<file path="config.mk">
export PLATFORM = sky130hd
export DESIGN_NAME = ifetch_ir_flat
export DESIGN_NICKNAME = d
export VERILOG_FILES = /design/src/rtl/ifetch_ir_if.sv /design/src/rtl/ifetch_ir.sv /design/src/flat_wrapper.sv
export SDC_FILE = /design/constraint.sdc
export NUM_CORES = 1
export LEC_CHECK = 0
export BUFFER_PORTS_ARGS = -buffer_cell sky130_fd_sc_hd__clkbuf_2
export CORE_ASPECT_RATIO = 1.75
export CORE_MARGIN = 10
export CORE_UTILIZATION = 55
export CTS_BUF_LIST = sky130_fd_sc_hd__clkbuf_4 sky130_fd_sc_hd__clkbuf_8
export DETAILED_ROUTE_END_ITERATION = 6
export HOLD_SLACK_MARGIN = 0.06
export MAX_ROUTING_LAYER = met4
export PLACE_DENSITY = 0.84
export SLEW_MARGIN = 20
export SYNTH_ARGS = -nofsm -noshare
export SYNTH_HDL_FRONTEND = slang
export SYNTH_SLANG_ARGS = --single-unit
export TNS_END_PERCENT = 5
</file>
<file path="constraint.sdc">
create_clock -name Clk -period 6.83 [get_ports Clk]
set_input_delay 1.366 -clock Clk [delete_from_list [all_inputs] [get_ports Clk]]
set_output_delay 1.366 -clock Clk [all_outputs]
set_load 0.1 [all_outputs]
</file>
<file path="src/rtl/ifetch_ir_if.sv">
// SLC-3 fetch stage bundle: control strobes, memory port and decoded IR fields.
// master = fetch stage (drives memory address/enable and IR outputs), slave = surrounding datapath/memory.
interface ifetch_ir_if;
  logic        fetch_req;
  logic        ld_pc;
  logic [15:0] pc_in;
  logic [15:0] mem_addr;
  logic        mem_oe;
  logic [15:0] mem_rdata;
  logic        busy;
  logic        ir_valid;
  logic [15:0] pc;
  logic [15:0] ir;
  logic [3:0]  opcode;
  logic [2:0]  dr;
  logic [2:0]  sr1;
  logic [2:0]  sr2;
  logic [4:0]  imm5;
  logic [5:0]  offset6;
  logic [8:0]  pcoff9;
  logic [10:0] pcoff11;
  logic        halted;

  modport master (
    input  fetch_req, ld_pc, pc_in, mem_rdata,
    output mem_addr, mem_oe, busy, ir_valid, pc, ir,
           opcode, dr, sr1, sr2, imm5, offset6, pcoff9, pcoff11, halted
  );

  modport slave (
    output fetch_req, ld_pc, pc_in, mem_rdata,
    input  mem_addr, mem_oe, busy, ir_valid, pc, ir,
           opcode, dr, sr1, sr2, imm5, offset6, pcoff9, pcoff11, halted
  );
endinterface

</file>
<file path="src/rtl/ifetch_ir.sv">
// SLC-3 fetch/IR stage: fetch_req -> ir_valid after MEM_WAIT+3 cycles; requests outside IDLE are dropped, not queued.
// Optional HALT detection (TRAP x25 stops fetching until ld_pc) is built only with IFETCH_HALT_EN defined.
module ifetch_ir #(
  parameter int          MEM_WAIT = 2,
  parameter logic [15:0] PC_RESET = 16'h0000
) (
  input logic           Clk,
  input logic           Reset,
  ifetch_ir_if.master   bus
);

  typedef enum logic [1:0] {S_IDLE, S_WAIT, S_CAPTURE, S_LOAD_IR} state_t;

  state_t      state_q, state_d;
  logic [2:0]  cnt_q, cnt_d;
  logic [15:0] pc_q, pc_d;
  logic [15:0] mar_q, mar_d;
  logic [15:0] mdr_q, mdr_d;
  logic [15:0] ir_q, ir_d;
  logic [15:0] pend_q, pend_d;
  logic        pend_vld_q, pend_vld_d;
  logic        ir_valid_q, ir_valid_d;
  logic        mem_oe;
  logic        fetch_ok;
  logic [15:0] pc_eff;

`ifdef IFETCH_HALT_EN
  logic        halted_q, halted_d;
  assign fetch_ok   = bus.fetch_req & ~halted_q;
  assign bus.halted = halted_q;
`else
  assign fetch_ok   = bus.fetch_req;
  assign bus.halted = 1'b0;
`endif

  // A same-cycle redirect takes effect before the fetch address is chosen.
  assign pc_eff = bus.ld_pc ? bus.pc_in : pc_q;

  always_ff @(posedge Clk) begin
    if (!Reset) begin
      state_q    <= S_IDLE;
      cnt_q      <= 3'd0;
      pc_q       <= PC_RESET;
      mar_q      <= 16'h0000;
      mdr_q      <= 16'h0000;
      ir_q       <= 16'h0000;
      pend_q     <= 16'h0000;
      pend_vld_q <= 1'b0;
      ir_valid_q <= 1'b0;
`ifdef IFETCH_HALT_EN
      halted_q   <= 1'b0;
`endif
    end else begin
      state_q    <= state_d;
      cnt_q      <= cnt_d;
      pc_q       <= pc_d;
      mar_q      <= mar_d;
      mdr_q      <= mdr_d;
      ir_q       <= ir_d;
      pend_q     <= pend_d;
      pend_vld_q <= pend_vld_d;
      ir_valid_q <= ir_valid_d;
`ifdef IFETCH_HALT_EN
      halted_q   <= halted_d;
`endif
    end
  end

  always_comb begin
    state_d    = state_q;
    cnt_d      = cnt_q;
    pc_d       = pc_q;
    mar_d      = mar_q;
    mdr_d      = mdr_q;
    ir_d       = ir_q;
    pend_d     = pend_q;
    pend_vld_d = pend_vld_q;
    ir_valid_d = 1'b0;
    mem_oe     = 1'b0;
`ifdef IFETCH_HALT_EN
    halted_d   = halted_q;
`endif
    case (state_q)
      S_IDLE: begin
        if (bus.ld_pc) begin
          pc_d = bus.pc_in;
`ifdef IFETCH_HALT_EN
          halted_d = 1'b0;
`endif
        end
        if (fetch_ok) begin
          mar_d   = pc_eff;
          pc_d    = pc_eff + 16'd1;
          cnt_d   = 3'(MEM_WAIT - 1);
          state_d = S_WAIT;
        end
      end
      S_WAIT: begin
        mem_oe = 1'b1;
        if (cnt_q == 3'd0) begin
          mdr_d   = bus.mem_rdata;
          state_d = S_CAPTURE;
        end else begin
          cnt_d = cnt_q - 3'd1;
        end
        if (bus.ld_pc) begin
          pend_d     = bus.pc_in;
          pend_vld_d = 1'b1;
        end
      end
      S_CAPTURE: begin
        state_d = S_LOAD_IR;
        if (bus.ld_pc) begin
          pend_d     = bus.pc_in;
          pend_vld_d = 1'b1;
        end
      end
      default: begin
        // LOAD_IR: a redirect arriving now or parked earlier lands as we return to IDLE.
        ir_d       = mdr_q;
        ir_valid_d = 1'b1;
        state_d    = S_IDLE;
        if (bus.ld_pc) begin
          pc_d = bus.pc_in;
        end else if (pend_vld_q) begin
          pc_d = pend_q;
        end
        pend_vld_d = 1'b0;
`ifdef IFETCH_HALT_EN
        if (mdr_q == 16'hF025) halted_d = 1'b1;
`endif
      end
    endcase
  end

  assign bus.mem_addr = mar_q;
  assign bus.mem_oe   = mem_oe;
  assign bus.busy     = (state_q != S_IDLE);
  assign bus.ir_valid = ir_valid_q;
  assign bus.pc       = pc_q;
  assign bus.ir       = ir_q;
  assign bus.opcode   = ir_q[15:12];
  assign bus.dr       = ir_q[11:9];
  assign bus.sr1      = ir_q[8:6];
  assign bus.sr2      = ir_q[2:0];
  assign bus.imm5     = ir_q[4:0];
  assign bus.offset6  = ir_q[5:0];
  assign bus.pcoff9   = ir_q[8:0];
  assign bus.pcoff11  = ir_q[10:0];

endmodule

</file>
<file path="src/flat_wrapper.sv">
// flat-port wrapper written by rule: the top's interface ports become plain ports
module ifetch_ir_flat 
#(
  parameter int          MEM_WAIT = 2,
  parameter logic [15:0] PC_RESET = 16'h0000
)
  (Clk, Reset, bus_fetch_req, bus_ld_pc, bus_pc_in, bus_mem_rdata, bus_mem_addr, bus_mem_oe, bus_busy, bus_ir_valid, bus_pc, bus_ir, bus_opcode, bus_dr, bus_sr1, bus_sr2, bus_imm5, bus_offset6, bus_pcoff9, bus_pcoff11, bus_halted);
  ifetch_ir_if bus_i ();
  input logic Clk;
  input logic Reset;
  input wire logic [$bits(bus_i.fetch_req)-1:0] bus_fetch_req;
  input wire logic [$bits(bus_i.ld_pc)-1:0] bus_ld_pc;
  input wire logic [$bits(bus_i.pc_in)-1:0] bus_pc_in;
  input wire logic [$bits(bus_i.mem_rdata)-1:0] bus_mem_rdata;
  output wire logic [$bits(bus_i.mem_addr)-1:0] bus_mem_addr;
  output wire logic [$bits(bus_i.mem_oe)-1:0] bus_mem_oe;
  output wire logic [$bits(bus_i.busy)-1:0] bus_busy;
  output wire logic [$bits(bus_i.ir_valid)-1:0] bus_ir_valid;
  output wire logic [$bits(bus_i.pc)-1:0] bus_pc;
  output wire logic [$bits(bus_i.ir)-1:0] bus_ir;
  output wire logic [$bits(bus_i.opcode)-1:0] bus_opcode;
  output wire logic [$bits(bus_i.dr)-1:0] bus_dr;
  output wire logic [$bits(bus_i.sr1)-1:0] bus_sr1;
  output wire logic [$bits(bus_i.sr2)-1:0] bus_sr2;
  output wire logic [$bits(bus_i.imm5)-1:0] bus_imm5;
  output wire logic [$bits(bus_i.offset6)-1:0] bus_offset6;
  output wire logic [$bits(bus_i.pcoff9)-1:0] bus_pcoff9;
  output wire logic [$bits(bus_i.pcoff11)-1:0] bus_pcoff11;
  output wire logic [$bits(bus_i.halted)-1:0] bus_halted;
  assign bus_i.fetch_req = bus_fetch_req;
  assign bus_i.ld_pc = bus_ld_pc;
  assign bus_i.pc_in = bus_pc_in;
  assign bus_i.mem_rdata = bus_mem_rdata;
  assign bus_mem_addr = bus_i.mem_addr;
  assign bus_mem_oe = bus_i.mem_oe;
  assign bus_busy = bus_i.busy;
  assign bus_ir_valid = bus_i.ir_valid;
  assign bus_pc = bus_i.pc;
  assign bus_ir = bus_i.ir;
  assign bus_opcode = bus_i.opcode;
  assign bus_dr = bus_i.dr;
  assign bus_sr1 = bus_i.sr1;
  assign bus_sr2 = bus_i.sr2;
  assign bus_imm5 = bus_i.imm5;
  assign bus_offset6 = bus_i.offset6;
  assign bus_pcoff9 = bus_i.pcoff9;
  assign bus_pcoff11 = bus_i.pcoff11;
  assign bus_halted = bus_i.halted;
  ifetch_ir #(.MEM_WAIT(MEM_WAIT), .PC_RESET(PC_RESET)) u_core (.Clk(Clk), .Reset(Reset), .bus(bus_i));
endmodule
</file>
==> flow_summary.yaml <==
synthesis:
  yosys-top-cells-count: "dfxtp_1, nand2_1, nor2_1"
  ys.flop_type: "dfxtp_1"
  seq_area_frac_synth_pct: 37.9
  synth_area_leader_cell: "dfxtp_1"
  synthTopCellsByArea: "dfxtp_1, mux2i_1, buf_4"
  netlist_instances: 554
  postSynthAreaPerCell_sq_um: 8.29
  synthArstFlopShare_pct: 0
  synth.top_cell.area_share_pct: 37.9
  synth_area_sq_um: 4590
  ys_types: 55
  syn_nets: 597
  synth_edf_count: 0
  synth.most_common_cell: "dfxtp_1"
  ys_warn_count: 0
  synth-seq-cells: 87
routing:
  drt_iter0_drc: 188
  wl_per_cell_microns: 17.6
  drt_wl_total_microns: 12500
  drt_first_pass_iters: 5
  antenna_left: 0
  drcViolationCount: 0
  vias: 4169
  routed_via_density: 5.87
finish:
  syn_to_final_growth_pct: 9.51
  nFillCells: 740
  antenna_cells: 0
  fin_util_pct: 61.3
  drive_gt1_share_pct: 26.2
  final_nets: 657
sta:
  max_freq_mhz: 281
  hold_viol_final: 0
  relSlewSlack_pct: 27.8
  skew_ns: 0.00996
  setup_viol: 0
  fin_crit_sh_pct: 52.2
  fin_tns_setup_ns: 0
  rsz0062_at_grt: "no"
  fin_crit_ns: 3.56
  worstMarginPinSlew_ns: 1.08
  slew_violations: 0
setup_path:
  cpPeakStageDelay_ns: 0.53
  crit_arrival_ns: 3.85
  required_ns: 7.12
  end_kind: "flop"
  worstPathCellList: "clkbuf_2 > buf_4 > mux2_2 > ha_1 > and2_1 > xnor2_1 > a211oi_1 > a21oi_1 > o22ai_1"
  start_kind: "input pin"
  worstPathMaxFanout: 41
  worstSetupPathType: "in2reg"
  crit_path_top_delay_cell: "buf_4"
cts:
  cts_root_buffer: "clkbuf_8"
  h-tree-depth: 3
  post-cts-setup-buffer-count: 0
  clock_latency_ns: 0.36
  cts_tree: "built"
  cts_hold_buf: 0
  clkTransAtPathRegs_ns: 0.09
  cts_sinks: 87
  cts_max_path_buffers: 2
  ctsResizeCount: 0
  cts_buffers: 9
die:
  io_pins: 132
  die_height_microns: 141
  initial_utilization_pct: 56.0
  core_sq_um: 8200
  fp-row-count: 44
  dieArea_sq_um: 12500
  chipWidth_microns: 89.1
power_and_ir_drop:
  power_frac_clock_pct: 13.2
  ir_drop_mv: 0.283
  power.switching_w: 0.00134
  power_frac_comb_pct: 56.2
  seqPwrFrac_pct: 30.6
  leakage_nw: 2.16
  p_per_area_nw_per_um2: 480
  swShare_pct: 55.7
  intPower_w: 0.00107
global_route:
  grt_pass1_vias: 4127
  grt_pass1_wl_microns: 19700
  overflow: 0
  grt_antenna_before_repair: 0
  grt_max_degree: 59
  grt.total_usage_pct: 20.0
placement:
  dp_hpwl_microns: 9220
  finalWeightedCongestion: 0.975
  port-buffer-count: 130
outcome:
  status: "finished, final reports clean"
hold_path:
  holdCritPathClass: "reg2reg"
job:
  cap_violations: 0
[cell families (layout without fill, tap and decap cells)]
group | Yosys count | count (layout) | share of synthesized area, %
AND/OR/NAND/NOR | 194 | 194 | 19.3
AO/OA/AOI/OAI | 112 | 112 | 16.1
buffers and inverters | 95 | 159 | 12.3
flip-flops | 87 | 87 | 37.9
multiplexers | 45 | 45 | 9.89
XOR/XNOR | 13 | 13 | 2.48
adder cells (fa/ha/maj) | 7 | 7 | 1.91
other | 1 | 1 | 0.0817
[cell type report]
type	count	area, sq um	share of cell area (%)
clock buffer	10	131	2.61
clock inverter	5	36.3	0.722
timing repair buffer	134	681	13.5
tap	92	115	2.29
multi-input combinational	372	2290	45.5
sequential	87	1740	34.6
inverter	10	37.5	0.746
[placed cells by master (no fill, tap or decap), types with 2 or more instances in the layout]
master / n
mux2i_1: 42
a31oi_1: 2
nand3b_1: 3
nand4b_1: 3
clkbuf_8: 9
nor2_1: 54
nand2b_1: 2
nor3b_1: 2
clkinvlp_4: 3
o21ai_0: 9
xnor2_1: 11
inv_1: 9
ha_1: 7
buf_4: 4
a21oi_1: 51
a311oi_1: 3
o211ai_1: 6
mux2_2: 3
nand3_1: 17
nor3_1: 6
a221oi_1: 2
dfxtp_1: 87
nand2_1: 84
xor2_1: 2
o31ai_1: 2
a211oi_1: 22
and2_1: 5
nand4_1: 6
clkbuf_2: 130
a22oi_1: 2
nor2b_1: 4
[critical path: cells and delay by family]
family	cells	cell delay, ns
adders and majority gates	1	0.26
AOI/OAI and AO/OA	3	0.52
and+or+nand+nor	1	0.26
muxes	1	0.41
buffers and inverters	2	0.86
xor gates and xnor gates	1	0.17
[worst paths after layout]
path / start / end / slack (ns) / cells past startpoint
max: bus_ld_pc / u_core.bus.pc[2]$_SDFFE_PN0P_ / 3.27 / 9
min reg2reg: u_core.pend_q[10]$_SDFFE_PN0P_ / u_core.pend_q[10]$_SDFFE_PN0P_ / 0.46 / 2
min: u_core.pend_q[10]$_SDFFE_PN0P_ / u_core.pend_q[10]$_SDFFE_PN0P_ / 0.46 / 2
max reg2reg: u_core.state_q[0]$_SDFFE_PN0P_ / u_core.bus.pc[2]$_SDFFE_PN0P_ / 4.37 / 8
[sequential cells by signal (all words and copies together), names as in the netlist]
signal / count
u_core.bus.ir: 16
u_core.bus.ir_valid: 1
u_core.mdr_q: 16
u_core.state_q: 2
u_core.pend_q: 16
u_core.bus.pc: 16
u_core.bus.mem_addr: 16
u_core.cnt_q: 3
u_core.pend_vld_q: 1
[per-stage QoR]
step | hold slack (ns) | power, W | setup WS (ns) | cell area [sq um] | std cells
global placement | 0.440 | 0.00207 | 3.04 | 4860 | 695
CTS | 0.460 | 0.00241 | 3.31 | 5030 | 710
finish | 0.457 | 0.00241 | 3.27 | 5030 | 710
floorplan | 0.431 | 0.00184 | 3.43 | 4590 | 554
global route | 0.474 | 0.00254 | 3.12 | 5030 | 710
detailed placement | 0.448 | 0.00210 | 2.96 | 4860 | 695
[layer usage]
layer / GRT usage (%) / vias up / part of all wire, %
li1: - / 1983 / -
met1: 21.3 / 1948 / 36
met2: 33.6 / 195 / 50
met3: 3.40 / 43 / 9.5
met4: 11.9 / 0 / 3.7
met5: - / - / 0
[power by group through the flow]
stage          registers, W  logic (W)  clock network [W]
6_report           0.000739    0.00136           0.000317
5_1_grt            0.000751    0.00145           0.000344
4_1_cts            0.000734    0.00135           0.000323
3_5_place_dp       0.000744    0.00135                  0
3_3_place_gp       0.000741    0.00133                  0
2_1_floorplan       0.00117   0.000664                  0
(Power assumes the default switching activity.)
